$ cat src/rtl/image_mem_loader_if.sv
// Host-side bus bundle of the image loader: control, rx stream, data-memory
// port, CPU handshake and tx stream. master = loader, slave = surroundings.
interface image_mem_loader_if;
    logic        start;
    logic        busy;
    logic        done;

    logic [7:0]  rx_data;
    logic        rx_valid;
    logic        rx_ready;

    logic [15:0] mem_addr;
    logic [7:0]  mem_wdata;
    logic        mem_we;
    logic        mem_re;
    logic [7:0]  mem_rdata;

    logic        cpu_run;
    logic        cpu_done;

    logic [7:0]  tx_data;
    logic        tx_valid;
    logic        tx_ready;

    modport master (
        input  start, rx_data, rx_valid, mem_rdata, cpu_done, tx_ready,
        output busy, done, rx_ready, mem_addr, mem_wdata, mem_we, mem_re,
               cpu_run, tx_data, tx_valid
    );

    modport slave (
        output start, rx_data, rx_valid, mem_rdata, cpu_done, tx_ready,
        input  busy, done, rx_ready, mem_addr, mem_wdata, mem_we, mem_re,
               cpu_run, tx_data, tx_valid
    );
endinterface

$ cat src/rtl/image_mem_loader.sv
// Loads an image byte stream into data memory, hands memory to the CPU,
// then streams the result region back out one byte per read/wait/send cycle.
module image_mem_loader #(
    parameter logic [15:0] IN_BASE  = 16'd0,
    parameter logic [15:0] IN_LEN   = 16'd16384,
    parameter logic [15:0] OUT_BASE = 16'd16384,
    parameter logic [15:0] OUT_LEN  = 16'd4096
) (
    input  logic                clk,
    input  logic                rst_n,
    image_mem_loader_if.master  bus
);

    typedef enum logic [2:0] {
        IDLE,
        LOAD,
        RUN,
        DUMP_RD,
        DUMP_WAIT,
        DUMP_TX,
        FINISH
    } state_t;

    state_t      state, state_nx;
    logic [15:0] cnt, cnt_nx;
    logic [7:0]  tx_q, tx_nx;
    logic        run_q, run_nx;

    logic        rx_ready_c;
    logic [15:0] mem_addr_c;
    logic [7:0]  mem_wdata_c;
    logic        mem_we_c;
    logic        mem_re_c;
    logic        tx_valid_c;
    logic        done_c;

    always_ff @(posedge clk or negedge rst_n) begin
        if (!rst_n) begin
            state <= IDLE;
            cnt   <= '0;
            tx_q  <= '0;
            run_q <= 1'b0;
        end else begin
            state <= state_nx;
            cnt   <= cnt_nx;
            tx_q  <= tx_nx;
            run_q <= run_nx;
        end
    end

    always_comb begin
        state_nx    = state;
        cnt_nx      = cnt;
        tx_nx       = tx_q;
        run_nx      = 1'b0;
        rx_ready_c  = 1'b0;
        mem_addr_c  = '0;
        mem_wdata_c = '0;
        mem_we_c    = 1'b0;
        mem_re_c    = 1'b0;
        tx_valid_c  = 1'b0;
        done_c      = 1'b0;

        unique case (state)
            IDLE: begin
                if (bus.start) begin
                    state_nx = LOAD;
                    cnt_nx   = '0;
                end
            end

            // Write strobe follows rx_valid directly so each accepted byte
            // lands in memory on the same cycle it is handshaken.
            LOAD: begin
                rx_ready_c  = 1'b1;
                mem_we_c    = bus.rx_valid;
                mem_addr_c  = IN_BASE + cnt;
                mem_wdata_c = bus.rx_data;
                if (bus.rx_valid) begin
                    if (cnt == IN_LEN - 16'd1) begin
                        state_nx = RUN;
                        cnt_nx   = '0;
                        run_nx   = 1'b1;
                    end else begin
                        cnt_nx = cnt + 16'd1;
                    end
                end
            end

            RUN: begin
                run_nx = 1'b1;
                if (bus.cpu_done) begin
                    state_nx = DUMP_RD;
                    cnt_nx   = '0;
                    run_nx   = 1'b0;
                end
            end

            DUMP_RD: begin
                mem_re_c   = 1'b1;
                mem_addr_c = OUT_BASE + cnt;
                state_nx   = DUMP_WAIT;
            end

            DUMP_WAIT: begin
                tx_nx    = bus.mem_rdata;
                state_nx = DUMP_TX;
            end

            DUMP_TX: begin
                tx_valid_c = 1'b1;
                if (bus.tx_ready) begin
                    if (cnt == OUT_LEN - 16'd1) begin
                        state_nx = FINISH;
                    end else begin
                        cnt_nx   = cnt + 16'd1;
                        state_nx = DUMP_RD;
                    end
                end
            end

            FINISH: begin
                done_c   = 1'b1;
                state_nx = IDLE;
            end

            default: begin
                state_nx = IDLE;
            end
        endcase
    end

    assign bus.busy      = (state != IDLE);
    assign bus.done      = done_c;
    assign bus.rx_ready  = rx_ready_c;
    assign bus.mem_addr  = mem_addr_c;
    assign bus.mem_wdata = mem_wdata_c;
    assign bus.mem_we    = mem_we_c;
    assign bus.mem_re    = mem_re_c;
    assign bus.cpu_run   = run_q;
    assign bus.tx_data   = tx_q;
    assign bus.tx_valid  = tx_valid_c;

endmodule

$ cat src/flat_wrapper.sv
// flat-port wrapper written by rule: the top's interface ports become plain ports
module image_mem_loader_flat 
#(
    parameter logic [15:0] IN_BASE  = 16'd0,
    parameter logic [15:0] IN_LEN   = 16'd16384,
    parameter logic [15:0] OUT_BASE = 16'd16384,
    parameter logic [15:0] OUT_LEN  = 16'd4096
)
  (clk, rst_n, bus_start, bus_rx_data, bus_rx_valid, bus_mem_rdata, bus_cpu_done, bus_tx_ready, bus_busy, bus_done, bus_rx_ready, bus_mem_addr, bus_mem_wdata, bus_mem_we, bus_mem_re, bus_cpu_run, bus_tx_data, bus_tx_valid);
  image_mem_loader_if bus_i ();
  input  logic clk;
  input  logic rst_n;
  input wire logic [$bits(bus_i.start)-1:0] bus_start;
  input wire logic [$bits(bus_i.rx_data)-1:0] bus_rx_data;
  input wire logic [$bits(bus_i.rx_valid)-1:0] bus_rx_valid;
  input wire logic [$bits(bus_i.mem_rdata)-1:0] bus_mem_rdata;
  input wire logic [$bits(bus_i.cpu_done)-1:0] bus_cpu_done;
  input wire logic [$bits(bus_i.tx_ready)-1:0] bus_tx_ready;
  output wire logic [$bits(bus_i.busy)-1:0] bus_busy;
  output wire logic [$bits(bus_i.done)-1:0] bus_done;
  output wire logic [$bits(bus_i.rx_ready)-1:0] bus_rx_ready;
  output wire logic [$bits(bus_i.mem_addr)-1:0] bus_mem_addr;
  output wire logic [$bits(bus_i.mem_wdata)-1:0] bus_mem_wdata;
  output wire logic [$bits(bus_i.mem_we)-1:0] bus_mem_we;
  output wire logic [$bits(bus_i.mem_re)-1:0] bus_mem_re;
  output wire logic [$bits(bus_i.cpu_run)-1:0] bus_cpu_run;
  output wire logic [$bits(bus_i.tx_data)-1:0] bus_tx_data;
  output wire logic [$bits(bus_i.tx_valid)-1:0] bus_tx_valid;
  assign bus_i.start = bus_start;
  assign bus_i.rx_data = bus_rx_data;
  assign bus_i.rx_valid = bus_rx_valid;
  assign bus_i.mem_rdata = bus_mem_rdata;
  assign bus_i.cpu_done = bus_cpu_done;
  assign bus_i.tx_ready = bus_tx_ready;
  assign bus_busy = bus_i.busy;
  assign bus_done = bus_i.done;
  assign bus_rx_ready = bus_i.rx_ready;
  assign bus_mem_addr = bus_i.mem_addr;
  assign bus_mem_wdata = bus_i.mem_wdata;
  assign bus_mem_we = bus_i.mem_we;
  assign bus_mem_re = bus_i.mem_re;
  assign bus_cpu_run = bus_i.cpu_run;
  assign bus_tx_data = bus_i.tx_data;
  assign bus_tx_valid = bus_i.tx_valid;
  image_mem_loader #(.IN_BASE(IN_BASE), .IN_LEN(IN_LEN), .OUT_BASE(OUT_BASE), .OUT_LEN(OUT_LEN)) u_core (.clk(clk), .rst_n(rst_n), .bus(bus_i));
endmodule
$ cat config.mk
export PLATFORM = sky130hd
export DESIGN_NAME = image_mem_loader_flat
export DESIGN_NICKNAME = d
export VERILOG_FILES = /design/src/rtl/image_mem_loader_if.sv /design/src/rtl/image_mem_loader.sv /design/src/flat_wrapper.sv
export SDC_FILE = /design/constraint.sdc
export NUM_CORES = 1
export LEC_CHECK = 0
export CORE_ASPECT_RATIO = 0.75
export CORE_UTILIZATION = 48
export CTS_CLUSTER_SIZE = 28
export DETAILED_ROUTE_END_ITERATION = 8
export GPL_TIMING_DRIVEN = 0
export PLACE_DENSITY_LB_ADDON = 0.1
export SLEW_MARGIN = 20
export SYNTH_ARGS = -nofsm -noshare
export SYNTH_HDL_FRONTEND = slang
export SYNTH_SLANG_ARGS = --single-unit
$ cat constraint.sdc
create_clock -name clk -period 3.4 [get_ports clk]
set_input_delay 0.68 -clock clk [delete_from_list [all_inputs] [get_ports clk]]
set_output_delay 0.68 -clock clk [all_outputs]
set_load 0.02 [all_outputs]
==> impl_metrics.xml, run 1 <==
<?xml version="1.0" encoding="UTF-8"?>
<metrics>
  <group name="sta">
    <metric name="timing.final.hold_violations" unit="">0</metric>
    <metric name="worst_slew_pin_slew" unit="ps">685</metric>
    <metric name="finalWorstSetupSlack" unit="ps">350</metric>
    <metric name="setup-tns-final" unit="ps">0</metric>
    <metric name="setup-violations-final" unit="">0</metric>
    <metric name="clock_skew" unit="ps">6.14</metric>
    <metric name="timing.slew.headroom" unit="">0.542</metric>
    <metric name="fin_crit" unit="ps">3050</metric>
    <metric name="hold-worst-slack" unit="ps">404</metric>
    <metric name="grt_setup_unrepaired" unit="">no</metric>
    <metric name="timing.final.max_slew_violations" unit="">0</metric>
    <metric name="achievable-frequency" unit="MHz">328</metric>
    <metric name="fin_crit_sh" unit="">0.897</metric>
  </group>
  <group name="cts">
    <metric name="cts_setup_buffers" unit="">0</metric>
    <metric name="cts-root-to-sink-buffers" unit="">2</metric>
    <metric name="tritoncts" unit="">yes</metric>
    <metric name="clock_pin_slew_of_the_registers_on_the_worst_case_setup_and_hold_paths" unit="ps">100</metric>
    <metric name="worst_skew_pair.late_latency" unit="ps">290</metric>
    <metric name="cts_inserted_buffers" unit="">3</metric>
    <metric name="ctsHtreeMaxLevel" unit="">1</metric>
    <metric name="cts_repair_resize_count" unit="">0</metric>
    <metric name="cts_root_buf" unit="">sky130_fd_sc_hd__clkbuf_8</metric>
    <metric name="post_cts_hold_buffer_count" unit="">0</metric>
    <metric name="clock_sink_count" unit="">28</metric>
  </group>
  <group name="power">
    <metric name="worst_supply_voltage_drop_on_vdd" unit="mV">0.445</metric>
    <metric name="leakagePower" unit="nW">0.988</metric>
    <metric name="share_clk_of_total_power" unit="">0.124</metric>
    <metric name="intPower" unit="mW">0.989</metric>
    <metric name="fraction_of_power_consumed_by_combinational_cells" unit="">0.604</metric>
    <metric name="pwr_density_cell" unit="nW/um^2">711</metric>
    <metric name="fraction_of_power_spent_switching_nets" unit="">0.426</metric>
    <metric name="power_frac_seq" unit="">0.272</metric>
    <metric name="power_switching" unit="mW">0.734</metric>
  </group>
  <group name="detailed_routing">
    <metric name="postRouteAntennaNets" unit="">0</metric>
    <metric name="route.detailed.drc" unit="">0</metric>
    <metric name="drtIter0Drc" unit="">186</metric>
    <metric name="route.detailed.vias_per_inst" unit="">5.67</metric>
    <metric name="wire_per_inst" unit="um">14.8</metric>
    <metric name="drtPass1Iterations" unit="">7</metric>
    <metric name="via_count" unit="">1656</metric>
    <metric name="routed_wirelength" unit="um">4330</metric>
  </group>
  <group name="setup_path">
    <metric name="critical-path-slowest-cell" unit="">sky130_fd_sc_hd__clkdlybuf4s50_1</metric>
    <metric name="crit_required" unit="ps">2720</metric>
    <metric name="cp_cell_sequence" unit="">buf_2 &gt; clkinv_1 &gt; nor2_1 &gt; clkbuf_1 &gt; and2_1 &gt; clkdlybuf4s50_1</metric>
    <metric name="endpoint_kind_of_the_worst_setup_timing_path" unit="">output port</metric>
    <metric name="crit_path_max_fanout" unit="">10</metric>
    <metric name="critical_path.top_delay_family" unit="">buffers and inverters</metric>
    <metric name="criticalPathCategory" unit="">reg2out</metric>
    <metric name="cp.buffers_inverters" unit="">4</metric>
    <metric name="critPathArrivalTime" unit="ps">2370</metric>
    <metric name="crit_path_start_kind" unit="">flip-flop</metric>
    <metric name="worst_path_largest_cell_delay" unit="ps">600</metric>
  </group>
  <group name="grt">
    <metric name="gr-max-usage-layer" unit="">met2</metric>
    <metric name="first_global_vias" unit="">1408</metric>
    <metric name="grtUsageMet3" unit="">0.0787</metric>
    <metric name="grt_first_pass_wirelength" unit="um">6930</metric>
    <metric name="grt_antenna_before_repair" unit="">0</metric>
    <metric name="grt.overflow.total" unit="">0</metric>
    <metric name="grt_start_max_net_pins" unit="">29</metric>
    <metric name="globalRouteTotalUtil" unit="">0.246</metric>
    <metric name="grt.met2_usage" unit="">0.385</metric>
    <metric name="gr-usage-met1" unit="">0.331</metric>
  </group>
  <group name="yosys">
    <metric name="synth_area_per_cell" unit="um^2">9.15</metric>
    <metric name="postSynthCellCount" unit="">188</metric>
    <metric name="netlist_area" unit="um^2">1720</metric>
    <metric name="synth_simple_gate_area_frac" unit="">0.282</metric>
    <metric name="synth_compound_gate_area_share" unit="">0.174</metric>
    <metric name="synth-seq-area-share" unit="">0.407</metric>
    <metric name="synth-edff-count" unit="">0</metric>
    <metric name="synth-main-ff-cell" unit="">sky130_fd_sc_hd__dfrtp_1</metric>
    <metric name="yosys.area.top_type" unit="">sky130_fd_sc_hd__dfrtp_1</metric>
    <metric name="main_area_contributors_after_synthesis" unit="">sky130_fd_sc_hd__dfrtp_1 (41%), sky130_fd_sc_hd__and2_1 (7.6%), sky130_fd_sc_hd__mux2_2 (5.2%)</metric>
    <metric name="adder_and_majority_gate_portion_of_the_synthesized_area" unit="">0.0145</metric>
    <metric name="syn_nets" unit="">212</metric>
    <metric name="post_synth_mux_area_share" unit="">0.0756</metric>
    <metric name="postSynth.asyncResetShare" unit="">1.00</metric>
    <metric name="register_bit_count_reported_by_yosys" unit="">28</metric>
    <metric name="synth_xor_area_frac" unit="">0.00509</metric>
    <metric name="ys.warnings.count" unit="">0</metric>
    <metric name="post_synth_num_cell_types" unit="">42</metric>
    <metric name="dominant_combinational_cell_family_by_area_after_synthesis" unit="">simple AND/OR/NAND/NOR gates</metric>
    <metric name="synth_largest_type_area_fraction" unit="">0.407</metric>
  </group>
  <group name="run">
    <metric name="maxCapViolCount" unit="">0</metric>
  </group>
  <group name="placed_design">
    <metric name="buffer_ports.inserted" unit="">60</metric>
    <metric name="post-place-ws" unit="ps">644</metric>
    <metric name="post-dp-hpwl" unit="um">3300</metric>
    <metric name="gpl.final_weighted_congestion" unit="">0.846</metric>
    <metric name="place.detailed.instances" unit="">288</metric>
  </group>
  <group name="worst_hold_path">
    <metric name="hold_path_class" unit="">in2async</metric>
  </group>
  <group name="layout">
    <metric name="share_of_post_route_cells_with_drive_strength_above_1" unit="">0.0913</metric>
    <metric name="final-instance-count-excl-fill" unit="">292</metric>
    <metric name="fillers" unit="">266</metric>
    <metric name="flow.area_growth_from_synthesis" unit="%">40.7</metric>
    <metric name="antenna_cells_inserted" unit="">0</metric>
    <metric name="layout.nets" unit="">277</metric>
  </group>
  <group name="floorplanning">
    <metric name="num_rows" unit="">18</metric>
    <metric name="io_pins" unit="">61</metric>
    <metric name="chipHeight" unit="um">53.8</metric>
    <metric name="start_util" unit="">0.513</metric>
    <metric name="core_area" unit="um^2">3360</metric>
    <metric name="die_width" unit="um">71.1</metric>
    <metric name="floorplan.die_area" unit="um^2">3830</metric>
  </group>
  <group name="status">
    <metric name="status" unit="">complete, no violations</metric>
  </group>
</metrics>
path summary, 6_finish.rpt:
path,startpoint,end,slack [ps],depth (start not counted)
setup / recovery,u_core.state[0],bus_mem_addr[4],350,6
hold / removal,rst_n,u_core.cnt[2],400,1
setup reg to reg,u_core.cnt[0],u_core.cnt[7],1220,7
hold reg to reg,u_core.bus.tx_data[3],u_core.bus.tx_data[3],520,1
max in group asynchronous,rst_n,u_core.bus.tx_data[7],2580,1
min in group clk,u_core.bus.tx_data[3],u_core.bus.tx_data[3],520,1
cell families (layout without fill, tap and decap cells):
| family | Yosys count | in the layout |
|---|---|---|
| simple gates | 87 | 87 |
| compound gates | 43 | 43 |
| flops | 28 | 28 |
| buf+inv | 15 | 79 |
| mux | 12 | 12 |
| fa+ha+maj | 2 | 2 |
| xor+xnor | 1 | 1 |
power by group through the flow:
stage	Combinational (mW)	Sequential, mW	Clock, mW
final	1.04	0.468	0.213
after global routing	1.13	0.480	0.235
after CTS	1.04	0.469	0.217
after detailed placement	1.04	0.475	0
after global placement	1.03	0.469	0
after floorplan	0.582	0.529	0
layer usage:
metal | share of wire | wire length [um]
met1 | 0.48 | 2080
met2 | 0.44 | 1900
met3 | 0.070 | 302
met4 | 0.011 | 48
met5 | 0 | 0
cell usage in the layout (no fill, tap or decap), types with 2 or more instances in the layout:
cell type                         instances
sky130_fd_sc_hd__nand4_1                  5
sky130_fd_sc_hd__a31oi_1                  2
sky130_fd_sc_hd__nand2_1                 11
sky130_fd_sc_hd__nor2_1                  16
sky130_fd_sc_hd__clkbuf_1                 3
sky130_fd_sc_hd__o21ai_1                  5
sky130_fd_sc_hd__mux2i_1                  4
sky130_fd_sc_hd__nor2b_1                  4
sky130_fd_sc_hd__buf_2                    4
sky130_fd_sc_hd__o21ai_0                  5
sky130_fd_sc_hd__and3_1                   3
sky130_fd_sc_hd__clkbuf_8                 4
sky130_fd_sc_hd__or4_1                    2
sky130_fd_sc_hd__a21o_1                   3
sky130_fd_sc_hd__clkdlybuf4s50_1         59
sky130_fd_sc_hd__nor3_1                   7
sky130_fd_sc_hd__o2bb2ai_1                2
sky130_fd_sc_hd__o21bai_1                 2
sky130_fd_sc_hd__dfrtp_1                 28
sky130_fd_sc_hd__inv_1                    6
sky130_fd_sc_hd__a21oi_1                  9
sky130_fd_sc_hd__a22o_1                   7
sky130_fd_sc_hd__nand3_1                 11
sky130_fd_sc_hd__and2_1                  21
sky130_fd_sc_hd__ha_1                     2
sky130_fd_sc_hd__o41ai_1                  2
sky130_fd_sc_hd__mux2_2                   8
state kept, by name (all words and copies together), names as in the netlist:
name,cells
u_core.cnt,16
u_core.bus.cpu_run,1
u_core.bus.tx_data,8
u_core.state,3
layout make-up:
class / count / area, um^2 / area share
plain buffers: 8 / 45.0 / 0.0186
clock buffers: 4 / 55.1 / 0.0227
inverters: 7 / 26.3 / 0.0109
multi-input cells: 145 / 948 / 0.392
flip-flops and latches: 28 / 701 / 0.289
well taps: 40 / 50.0 / 0.0207
repair buffers: 60 / 596 / 0.246
per-stage QoR:
stage | power (mW) | util | cell area [um^2]
after floorplan | 1.11 | - | 1720
after global routing | 1.84 | 0.721 | 2420
final | 1.72 | 0.721 | 2420
after CTS | 1.73 | 0.721 | 2420
after global placement | 1.50 | 0.707 | 2370
after detailed placement | 1.52 | 0.705 | 2370
synth_stat cells, drive strengths merged (5+ instances only):
cell   number
nand4       5
mux2        8
a21oi      10
nor2       16
o21ai      10
and2       21
nand3      11
a22o        7
nand2      11
nor3        8
buf         5
inv         6
dfrtp      28
No activity file was read; power rests on OpenSTA's default activity.
==> run 2, diff against run 1 <==
CORE_UTILIZATION = 30   (was 48)
==> impl_metrics.xml, run 2 (same netlist as run 1, synthesis figures left out) <==
<?xml version="1.0" encoding="UTF-8"?>
<metrics>
  <group name="power">
    <metric name="pwr_density_cell" unit="nW/um^2">724</metric>
    <metric name="leakagePower" unit="nW">0.998</metric>
    <metric name="worst_supply_voltage_drop_on_vdd" unit="mV">0.474</metric>
  </group>
  <group name="sta">
    <metric name="fin_crit_sh" unit="">0.886</metric>
    <metric name="clock_skew" unit="ps">3.80</metric>
    <metric name="setup-violations-final" unit="">0</metric>
    <metric name="timing.final.max_slew_violations" unit="">0</metric>
    <metric name="fin_crit" unit="ps">3010</metric>
    <metric name="timing.slew.headroom" unit="">0.558</metric>
    <metric name="worst_slew_pin_slew" unit="ps">663</metric>
    <metric name="achievable-frequency" unit="MHz">332</metric>
    <metric name="timing.final.hold_violations" unit="">0</metric>
    <metric name="grt_setup_unrepaired" unit="">no</metric>
    <metric name="setup-tns-final" unit="ps">0</metric>
  </group>
  <group name="setup_path">
    <metric name="cp_cell_sequence" unit="">buf_2 &gt; clkbuf_1 &gt; nor2_1 &gt; clkbuf_1 &gt; and2_1 &gt; clkdlybuf4s50_1</metric>
    <metric name="path_common_cell" unit="">sky130_fd_sc_hd__clkbuf_1</metric>
    <metric name="critPathArrivalTime" unit="ps">2330</metric>
    <metric name="critical-path-slowest-cell" unit="">sky130_fd_sc_hd__clkdlybuf4s50_1</metric>
    <metric name="crit_path_start_kind" unit="">flip-flop</metric>
    <metric name="endpoint_kind_of_the_worst_setup_timing_path" unit="">output port</metric>
    <metric name="cp.buffers_inverters" unit="">4</metric>
    <metric name="crit_path_max_fanout" unit="">10</metric>
    <metric name="critical_path.top_delay_family" unit="">buffers and inverters</metric>
    <metric name="worst_path_largest_cell_delay" unit="ps">620</metric>
    <metric name="r2r_cells" unit="">6</metric>
    <metric name="crit_required" unit="ps">2720</metric>
    <metric name="criticalPathCategory" unit="">reg2out</metric>
    <metric name="cp_num_cells" unit="">6</metric>
  </group>
  <group name="cts">
    <metric name="cts-root-to-sink-buffers" unit="">2</metric>
    <metric name="cts_setup_buffers" unit="">0</metric>
    <metric name="cts_inserted_buffers" unit="">3</metric>
    <metric name="cts_root_buf" unit="">sky130_fd_sc_hd__clkbuf_8</metric>
    <metric name="cts_repair_resize_count" unit="">0</metric>
    <metric name="ctsHtreeMaxLevel" unit="">1</metric>
    <metric name="clock_sink_count" unit="">28</metric>
    <metric name="clock_pin_slew_of_the_registers_on_the_worst_case_setup_and_hold_paths" unit="ps">110</metric>
    <metric name="tritoncts" unit="">yes</metric>
    <metric name="post_cts_hold_buffer_count" unit="">0</metric>
    <metric name="worst_skew_pair.late_latency" unit="ps">280</metric>
  </group>
  <group name="floorplanning">
    <metric name="floorplan.die_area" unit="um^2">6040</metric>
    <metric name="chipHeight" unit="um">67.6</metric>
    <metric name="io_pins" unit="">61</metric>
    <metric name="die_width" unit="um">89.4</metric>
    <metric name="core_area" unit="um^2">5440</metric>
    <metric name="num_rows" unit="">23</metric>
    <metric name="start_util" unit="">0.316</metric>
  </group>
  <group name="detailed_routing">
    <metric name="route.detailed.vias_per_inst" unit="">4.98</metric>
    <metric name="via_count" unit="">1629</metric>
    <metric name="wire_per_inst" unit="um">14.4</metric>
    <metric name="route.detailed.drc" unit="">0</metric>
    <metric name="drtIter0Drc" unit="">90</metric>
    <metric name="postRouteAntennaNets" unit="">0</metric>
    <metric name="drtPass1Iterations" unit="">4</metric>
    <metric name="routed_wirelength" unit="um">4720</metric>
  </group>
  <group name="placed_design">
    <metric name="gpl.final_weighted_congestion" unit="">0.757</metric>
    <metric name="buffer_ports.inserted" unit="">60</metric>
    <metric name="place.detailed.instances" unit="">323</metric>
    <metric name="post-dp-hpwl" unit="um">3520</metric>
  </group>
  <group name="grt">
    <metric name="globalRouteTotalUtil" unit="">0.169</metric>
    <metric name="grt.met2_usage" unit="">0.230</metric>
    <metric name="grt.overflow.total" unit="">0</metric>
    <metric name="grt_first_pass_wirelength" unit="um">7670</metric>
    <metric name="gr-usage-met1" unit="">0.271</metric>
    <metric name="first_global_vias" unit="">1499</metric>
    <metric name="grt_start_max_net_pins" unit="">29</metric>
    <metric name="grtUsageMet3" unit="">0.0391</metric>
    <metric name="gr-max-usage-layer" unit="">met1</metric>
    <metric name="grt_antenna_before_repair" unit="">0</metric>
  </group>
  <group name="run">
    <metric name="maxCapViolCount" unit="">0</metric>
  </group>
  <group name="layout">
    <metric name="final-instance-count-excl-fill" unit="">327</metric>
    <metric name="most-common-layout-cells" unit="">sky130_fd_sc_hd__clkdlybuf4s50_1 (59), sky130_fd_sc_hd__dfrtp_1 (28), sky130_fd_sc_hd__and2_1 (21)</metric>
    <metric name="flow.area_growth_from_synthesis" unit="%">44.3</metric>
    <metric name="layout_commonest_cell" unit="">sky130_fd_sc_hd__clkdlybuf4s50_1</metric>
    <metric name="antenna_cells_inserted" unit="">0</metric>
    <metric name="regMostFlops" unit="">u_core.cnt</metric>
    <metric name="share_of_post_route_cells_with_drive_strength_above_1" unit="">0.0952</metric>
    <metric name="largest_register_ff_count" unit="">16</metric>
    <metric name="layout.nets" unit="">277</metric>
  </group>
  <group name="worst_hold_path">
    <metric name="hold_path_class" unit="">in2async</metric>
  </group>
  <group name="status">
    <metric name="status" unit="">complete, no violations</metric>
  </group>
</metrics>
## run 2: worst register-to-register path: stages, from the launching register on
cell,delay [ps]
sky130_fd_sc_hd__dfrtp_1,450
sky130_fd_sc_hd__ha_1,260
sky130_fd_sc_hd__nand3_1,220
sky130_fd_sc_hd__nor3_2,140
sky130_fd_sc_hd__a31oi_1,500
sky130_fd_sc_hd__nand2_1,260
sky130_fd_sc_hd__o41ai_1,320
## run 2: where the power goes
group | internal (mW) | switching, mW
clock | 0.158 | 0.118
sequential | 0.417 | 0.0517
combinational | 0.469 | 0.583
total | 1.04 | 0.753
## run 2: worst paths after layout
path,start,end,slack (ps)
max in group asynchronous,rst_n,u_core.bus.tx_data[6],2560
min in group clk,u_core.bus.tx_data[6],u_core.bus.tx_data[6],520
setup / recovery,u_core.state[2],bus_mem_wdata[1],390
hold reg to reg,u_core.bus.tx_data[6],u_core.bus.tx_data[6],520
hold / removal,rst_n,u_core.cnt[4],410
setup reg to reg,u_core.cnt[0],u_core.cnt[12],1150
## run 2: layer usage
metal  up-vias  part of all wire
li1        811                 -
met1       765              0.54
met2        51              0.40
met3         2             0.055
met4         0            0.0017
met5         -                 0
## run 2: cell type report
class / count / area (um^2)
clock buffers: 3 / 41.3
well taps: 75 / 93.8
repair buffers: 60 / 596
flip-flops and latches: 28 / 701
inverters: 7 / 26.3
multi-input cells: 145 / 948
plain buffers: 8 / 46.3
fillers: 547 / 2960
clock inverters: 1 / 30.0
## run 2: metrics by stage
step           total power, mW  area [um^2]  worst slack (ps)  hold slack, ps   util
6_report                  1.80         2480               387             413  0.456
3_5_place_dp              1.53         2410               563             498  0.443
5_1_grt                   1.94         2480               148             476  0.456
4_1_cts                   1.81         2480               227             446  0.456
2_1_floorplan             1.11         1720              1250             384      -
3_3_place_gp              1.53         2410               563             489  0.444
==> patch 1 (config.mk and constraints of run 1) <==
Re-encode `state_t` (7 states) as one-hot, 7 bits wide.
--- a/src/rtl/image_mem_loader.sv
+++ b/src/rtl/image_mem_loader.sv
@@ -12,12 +12,12 @@
 );
 
-    typedef enum logic [2:0] {
-        IDLE,
-        LOAD,
-        RUN,
-        DUMP_RD,
-        DUMP_WAIT,
-        DUMP_TX,
-        FINISH
+    typedef enum logic [6:0] {
+        IDLE      = 7'b0000001,
+        LOAD      = 7'b0000010,
+        RUN       = 7'b0000100,
+        DUMP_RD   = 7'b0001000,
+        DUMP_WAIT = 7'b0010000,
+        DUMP_TX   = 7'b0100000,
+        FINISH    = 7'b1000000
     } state_t;
 
Formal check against the unedited RTL: same outputs for any inputs over 10 cycles, from zero or initial values and one cycle with rst_n low; not proved beyond that.
==> patch 1 against run 1 <==
Area after synthesis up 7.7%. Global-route usage down 0.88 points. Count of clock-buffer cells in the layout up 2. Synthesized cell count up 5.9%. Cell area up 8.1%. Sequential cell count up 4. Sequential share of layout area up 1.7 points. Critical path depth down 1. Worst setup slack worse by 0.17 ns. Via count up 4.5%. Routed wire length up 1.6%.
Power is not compared: it rests on default switching activity, and its combinational part moved more than twofold at a synthesized area within 25%.
==> patch 1: results (changes against run 1) <==
vias in the first global route=1644 (+17%); CP top delay family=simple AND/OR/NAND/NOR gates; r2r setup slk=0.83 ns (-0.39 ns); GRT Util Overall=0.2368 (-0.008780); Clock transition at path regs=0.07 ns (-0.03 ns); FF-to-FF End=u_core.cnt[13]; status=finished, final reports clean; reg2reg path depth=8 (+1); Worst path max stage delay=0.62 ns (+0.02 ns); Seq/Total Area, Yosys=0.4328 (+0.02554); DP Area=0.002514 mm2 (+6.2%); Routed WL per cell=13.74 um (-7.3%); Worst Path Max Fanout=7 (-3); CTS H-tree lvls=2 (+1); largest net degree at the start of global routing=33 (+14%); Netlist cell types=41 (-2.4%); First DRT Iteration DRCs=78 (-58%); relative slew slack=0.5246 (-0.01699); cell count after synthesis=199 (+5.9%); crit path launch=u_core.state[6]; Synth Net Count=223 (+5.2%); Post-synth top cells=dfrtp_1, and2_1, nand2_1, a21oi_1; Post-Place Worst Slack=-0.1202 ns (-0.7643 ns); final setup skew=0.005542 ns (-0.0006009 ns); Vias per Instance=5.409 (-4.6%); TritonCTS Buffers=5 (+2); share of cells above drive strength 1=0.1716 (+0.08037); crit path capture=bus_mem_we; post-route insts no fill=320 (+9.6%); Final Wtd Congestion=0.8785 (+3.9%); placed instance count=311 (+8.0%)
## patch 1: changes by cell type in the layout (fill, tap and decap cells not counted), moves of 4 or more
| cell | run 1 | this run |
|---|---|---|
| a21oi_1 | 9 | 13 |
| a22o_1 | 7 | 3 |
| clkbuf_2 | 0 | 10 |
| clkdlybuf4s50_1 | 59 | 34 |
| dlygate4sd2_1 | 0 | 6 |
| dlymetal6s2s_1 | 0 | 9 |
| mux2i_1 | 4 | 0 |
| nand2b_1 | 1 | 5 |
| nor2_1 | 16 | 9 |
| nor2b_1 | 4 | 0 |
| o21ai_0 | 5 | 12 |
| o21ai_1 | 5 | 1 |
| or3_1 | 1 | 12 |
## patch 1: cell families (layout without fill, tap and decap cells)
family,count (synthesis),count (layout),synth area share
xor gates and xnor gates,2,2,0.009455
buffers and inverters,15,84,0.03444
muxes,9,9,0.05469
and+or+nand+nor,101,101,0.3295
DFF,32,32,0.4328
adders and majority gates,2,2,0.01350
AOI/OAI and AO/OA,38,38,0.1256
## patch 1: worst min-delay path by stage
stage,from,to,slack (ns)
finish,rst_n,u_core.cnt[9],0.44
global route,rst_n,u_core.cnt[7],0.50
CTS,rst_n,u_core.cnt[9],0.47
detailed placement,u_core.bus.tx_data[1],u_core.bus.tx_data[1],0.50
global placement,u_core.bus.tx_data[7],u_core.bus.tx_data[7],0.49
floorplan,rst_n,u_core.bus.cpu_run,0.38
## patch 1: layout make-up
class                           count  area [um2]
Fill cell                         308        1069
Multi-Input combinational cell    152        1003
Sequential cell                    32       802.0
Timing Repair Buffer               61       568.0
Clock buffer                        6       72.57
Tap cell                           52       65.06
Buffer                              6       36.28
Clock inverter                      2       35.03
Inverter                            9       33.78
## patch 1: metal layers
layer	share of wire	track usage
met1	0.47	0.3168
met2	0.46	0.3604
met3	0.063	0.09058
met4	0.0068	0.06044
met5	0	0
## patch 1: repair_timing
| action | CTS | global route |
|---|---|---|
| resized for setup | 30 | 23 |
| endpoints found under the setup margin | 25 | 19 |
| pin swaps | 1 | 0 |
| buffers inserted | 1 | 0 |
| cloned | 0 | 0 |
| hold buffers | 0 | 0 |
## patch 1: power groups by stage
| stage | Clock [mW] | Combinational (mW) | Sequential, mW |
|---|---|---|---|
| after floorplan | 0 | 0.318 | 0.447 |
| after global placement | 0 | 0.496 | 0.446 |
| after detailed placement | 0 | 0.502 | 0.446 |
| after CTS | 0.364 | 0.512 | 0.439 |
| after global routing | 0.381 | 0.561 | 0.444 |
| final | 0.360 | 0.512 | 0.440 |
==> patch 2 (flow settings as in run 1) <==
Without the edit above. `OUT_LEN` is set to 16'd4096 in 2 places; all go to 16'd3072.
--- a/src/rtl/image_mem_loader.sv
+++ b/src/rtl/image_mem_loader.sv
@@ -5,5 +5,5 @@
     parameter logic [15:0] IN_LEN   = 16'd16384,
     parameter logic [15:0] OUT_BASE = 16'd16384,
-    parameter logic [15:0] OUT_LEN  = 16'd4096
+    parameter logic [15:0] OUT_LEN  = 16'd3072
 ) (
     input  logic                clk,
--- a/src/flat_wrapper.sv
+++ b/src/flat_wrapper.sv
@@ -5,5 +5,5 @@
     parameter logic [15:0] IN_LEN   = 16'd16384,
     parameter logic [15:0] OUT_BASE = 16'd16384,
-    parameter logic [15:0] OUT_LEN  = 16'd4096
+    parameter logic [15:0] OUT_LEN  = 16'd3072
 )
   (clk, rst_n, bus_start, bus_rx_data, bus_rx_valid, bus_mem_rdata, bus_cpu_done, bus_tx_ready, bus_busy, bus_done, bus_rx_ready, bus_mem_addr, bus_mem_wdata, bus_mem_we, bus_mem_re, bus_cpu_run, bus_tx_data, bus_tx_valid);
Behaviour: no difference found for any inputs over 10 cycles, from zero or initial values and one cycle with rst_n low; that may be too few to reach the edited logic, so the function may still have changed.
==> patch 2 against run 1 <==
Worst setup slack worse by 0.075 ns. Cell area grew 4.9%. Routed wire length is 2.3% higher. Area after synthesis up 5.2%. Sequential share of layout area down 1.3 points. Register-to-register slack gained 0.04 ns. Sequential cell count unchanged. Critical endpoint is now bus_mem_addr[1]. Highest routed layer unchanged.
Power is not compared: it rests on default switching activity, and its combinational part moved more than twofold at a synthesized area within 25%.
==> patch 2: results (changes against run 1) <==
status=finished, final reports clean; Final nets=282 (+1.8%); ys async rst share=1.000 (unchanged); Largest Register=u_core.cnt; Post-synth top cells=dfrtp_1, nor2_1, and2_1, and3_1, nand2_1; DR pass1 iterations=4 (-3); leak pwr=1.056 nW; Netlist cell types=48 (+14%); drt total wl=4429 um (+2.3%); Final Total Pwr=0.9219 mW; Critical Path AT=2.45 ns (+0.08 ns); switching share of power=0.2973; First DRT Iteration DRCs=128 (-31%); worst hold path type=input port to asynchronous set/reset pin; Post-CTS Resized=0 (unchanged); relative slew slack=0.5813 (+0.03969); Seq/Total Area, Yosys=0.3873 (-0.02000); Clock transition at path regs=about 0.11 ns; Final Wtd Congestion=0.8334 (-1.5%); Synth Net Count=217 (+2.4%); Worst path max stage delay=0.61 ns; diodes inserted=0 (unchanged); Post-Place Worst Slack=0.6055 ns (-0.03854 ns); r2r startpoint=u_core.cnt[0]; detailed placement HPWL=3364 um (+2.0%); GRT Util Overall=0.2401 (-0.005462); vias in the first global route=1497 (+6.3%); TritonCTS Buffers=3 (unchanged); CP max-delay cell=clkdlybuf4s50_1; YS warnings=0 (unchanged); Clock Path Buffers=2 (unchanged); placed instance count=303 (+5.2%); post-route insts no fill=307 (+5.1%); first-pass GRT wire length=7176 um (+3.6%); power in combinational cells=around 0.25 mW; CP top delay family=buffers and inverters; DRC=0 (unchanged); Worst Path Max Fanout=10 (unchanged); final setup skew=0.01604 ns (+0.009895 ns); Worst VDD drop=0.3619 mV; max reg flops=16 (unchanged); fillers=290 (+9.0%); Synth area leaders=dfrtp_1, mux2_2, and2_1; Vias=1706 (+3.0%); postcts setup bufs=0 (unchanged); Clock power frac=0.287; crit path launch=u_core.state[2]; CTS H-tree lvls=1 (unchanged); PortBufs=60 (unchanged); initial antenna violation count=0 (unchanged); Clock Latency Late Sink=about 0.28 ns; share of cells above drive strength 1=0.1245 (+0.03324); syn avg cell area=9.374 um2 (+2.4%); root buffer cell=clkbuf_8; largest net degree at the start of global routing=29 (unchanged)
## patch 2: cell types whose count changed in the layout (fill, tap and decap cells not counted), sizes merged, moves of 4 or more
cell / before / now
a21oi: 10 / 1
and2: 21 / 13
and3: 3 / 10
nor2: 16 / 22
o31ai: 0 / 5
nor2b: 4 / 0
## patch 2: logic make-up (layout without fill, tap and decap cells)
group / count (synthesis) / in the layout / share of synthesized area
muxes: 10 / 10 / 0.06362
and+or+nand+nor: 89 / 89 / 0.2995
xor gates and xnor gates: 1 / 1 / 0.004842
buffers and inverters: 19 / 83 / 0.05602
adders and majority gates: 2 / 2 / 0.01383
AOI/OAI and AO/OA: 44 / 44 / 0.1750
DFF: 28 / 28 / 0.3873
## patch 2: cell type report
type,count,area share
plain buffers,12,0.02957
flip-flops and latches,28,0.2760
repair buffers,60,0.2346
clock buffers,3,0.01626
clock inverters,1,0.01183
well taps,50,0.02464
inverters,7,0.01035
multi-input cells,146,0.3967
## patch 2: metal layers
layer	vias to the layer above	track usage	routed length (um)
met4	0	0.03922	6
li1	833	-	-
met5	-	0	0
met2	70	0.3801	1984
met3	2	0.05254	300
met1	801	0.3446	2139
## patch 2: path summary, 6_finish.rpt
kind	end	slack, ns	cells after the start
max in group asynchronous	u_core.bus.tx_data[0]	2.60	1
setup reg to reg	u_core.cnt[3]	1.26	7
min in group clk	u_core.bus.tx_data[7]	0.51	1
setup / recovery	bus_mem_addr[1]	0.27	5
hold reg to reg	u_core.bus.tx_data[7]	0.51	1
hold / removal	u_core.cnt[11]	0.39	1
## patch 2: metrics by stage
stage / area (um2) / utilization
2_1_floorplan: 1809 / -
3_3_place_gp: 2472 / 0.7175
3_5_place_dp: 2467 / 0.7160
4_1_cts: 2539 / 0.7367
5_1_grt: 2539 / 0.7367
6_report: 2539 / 0.7367
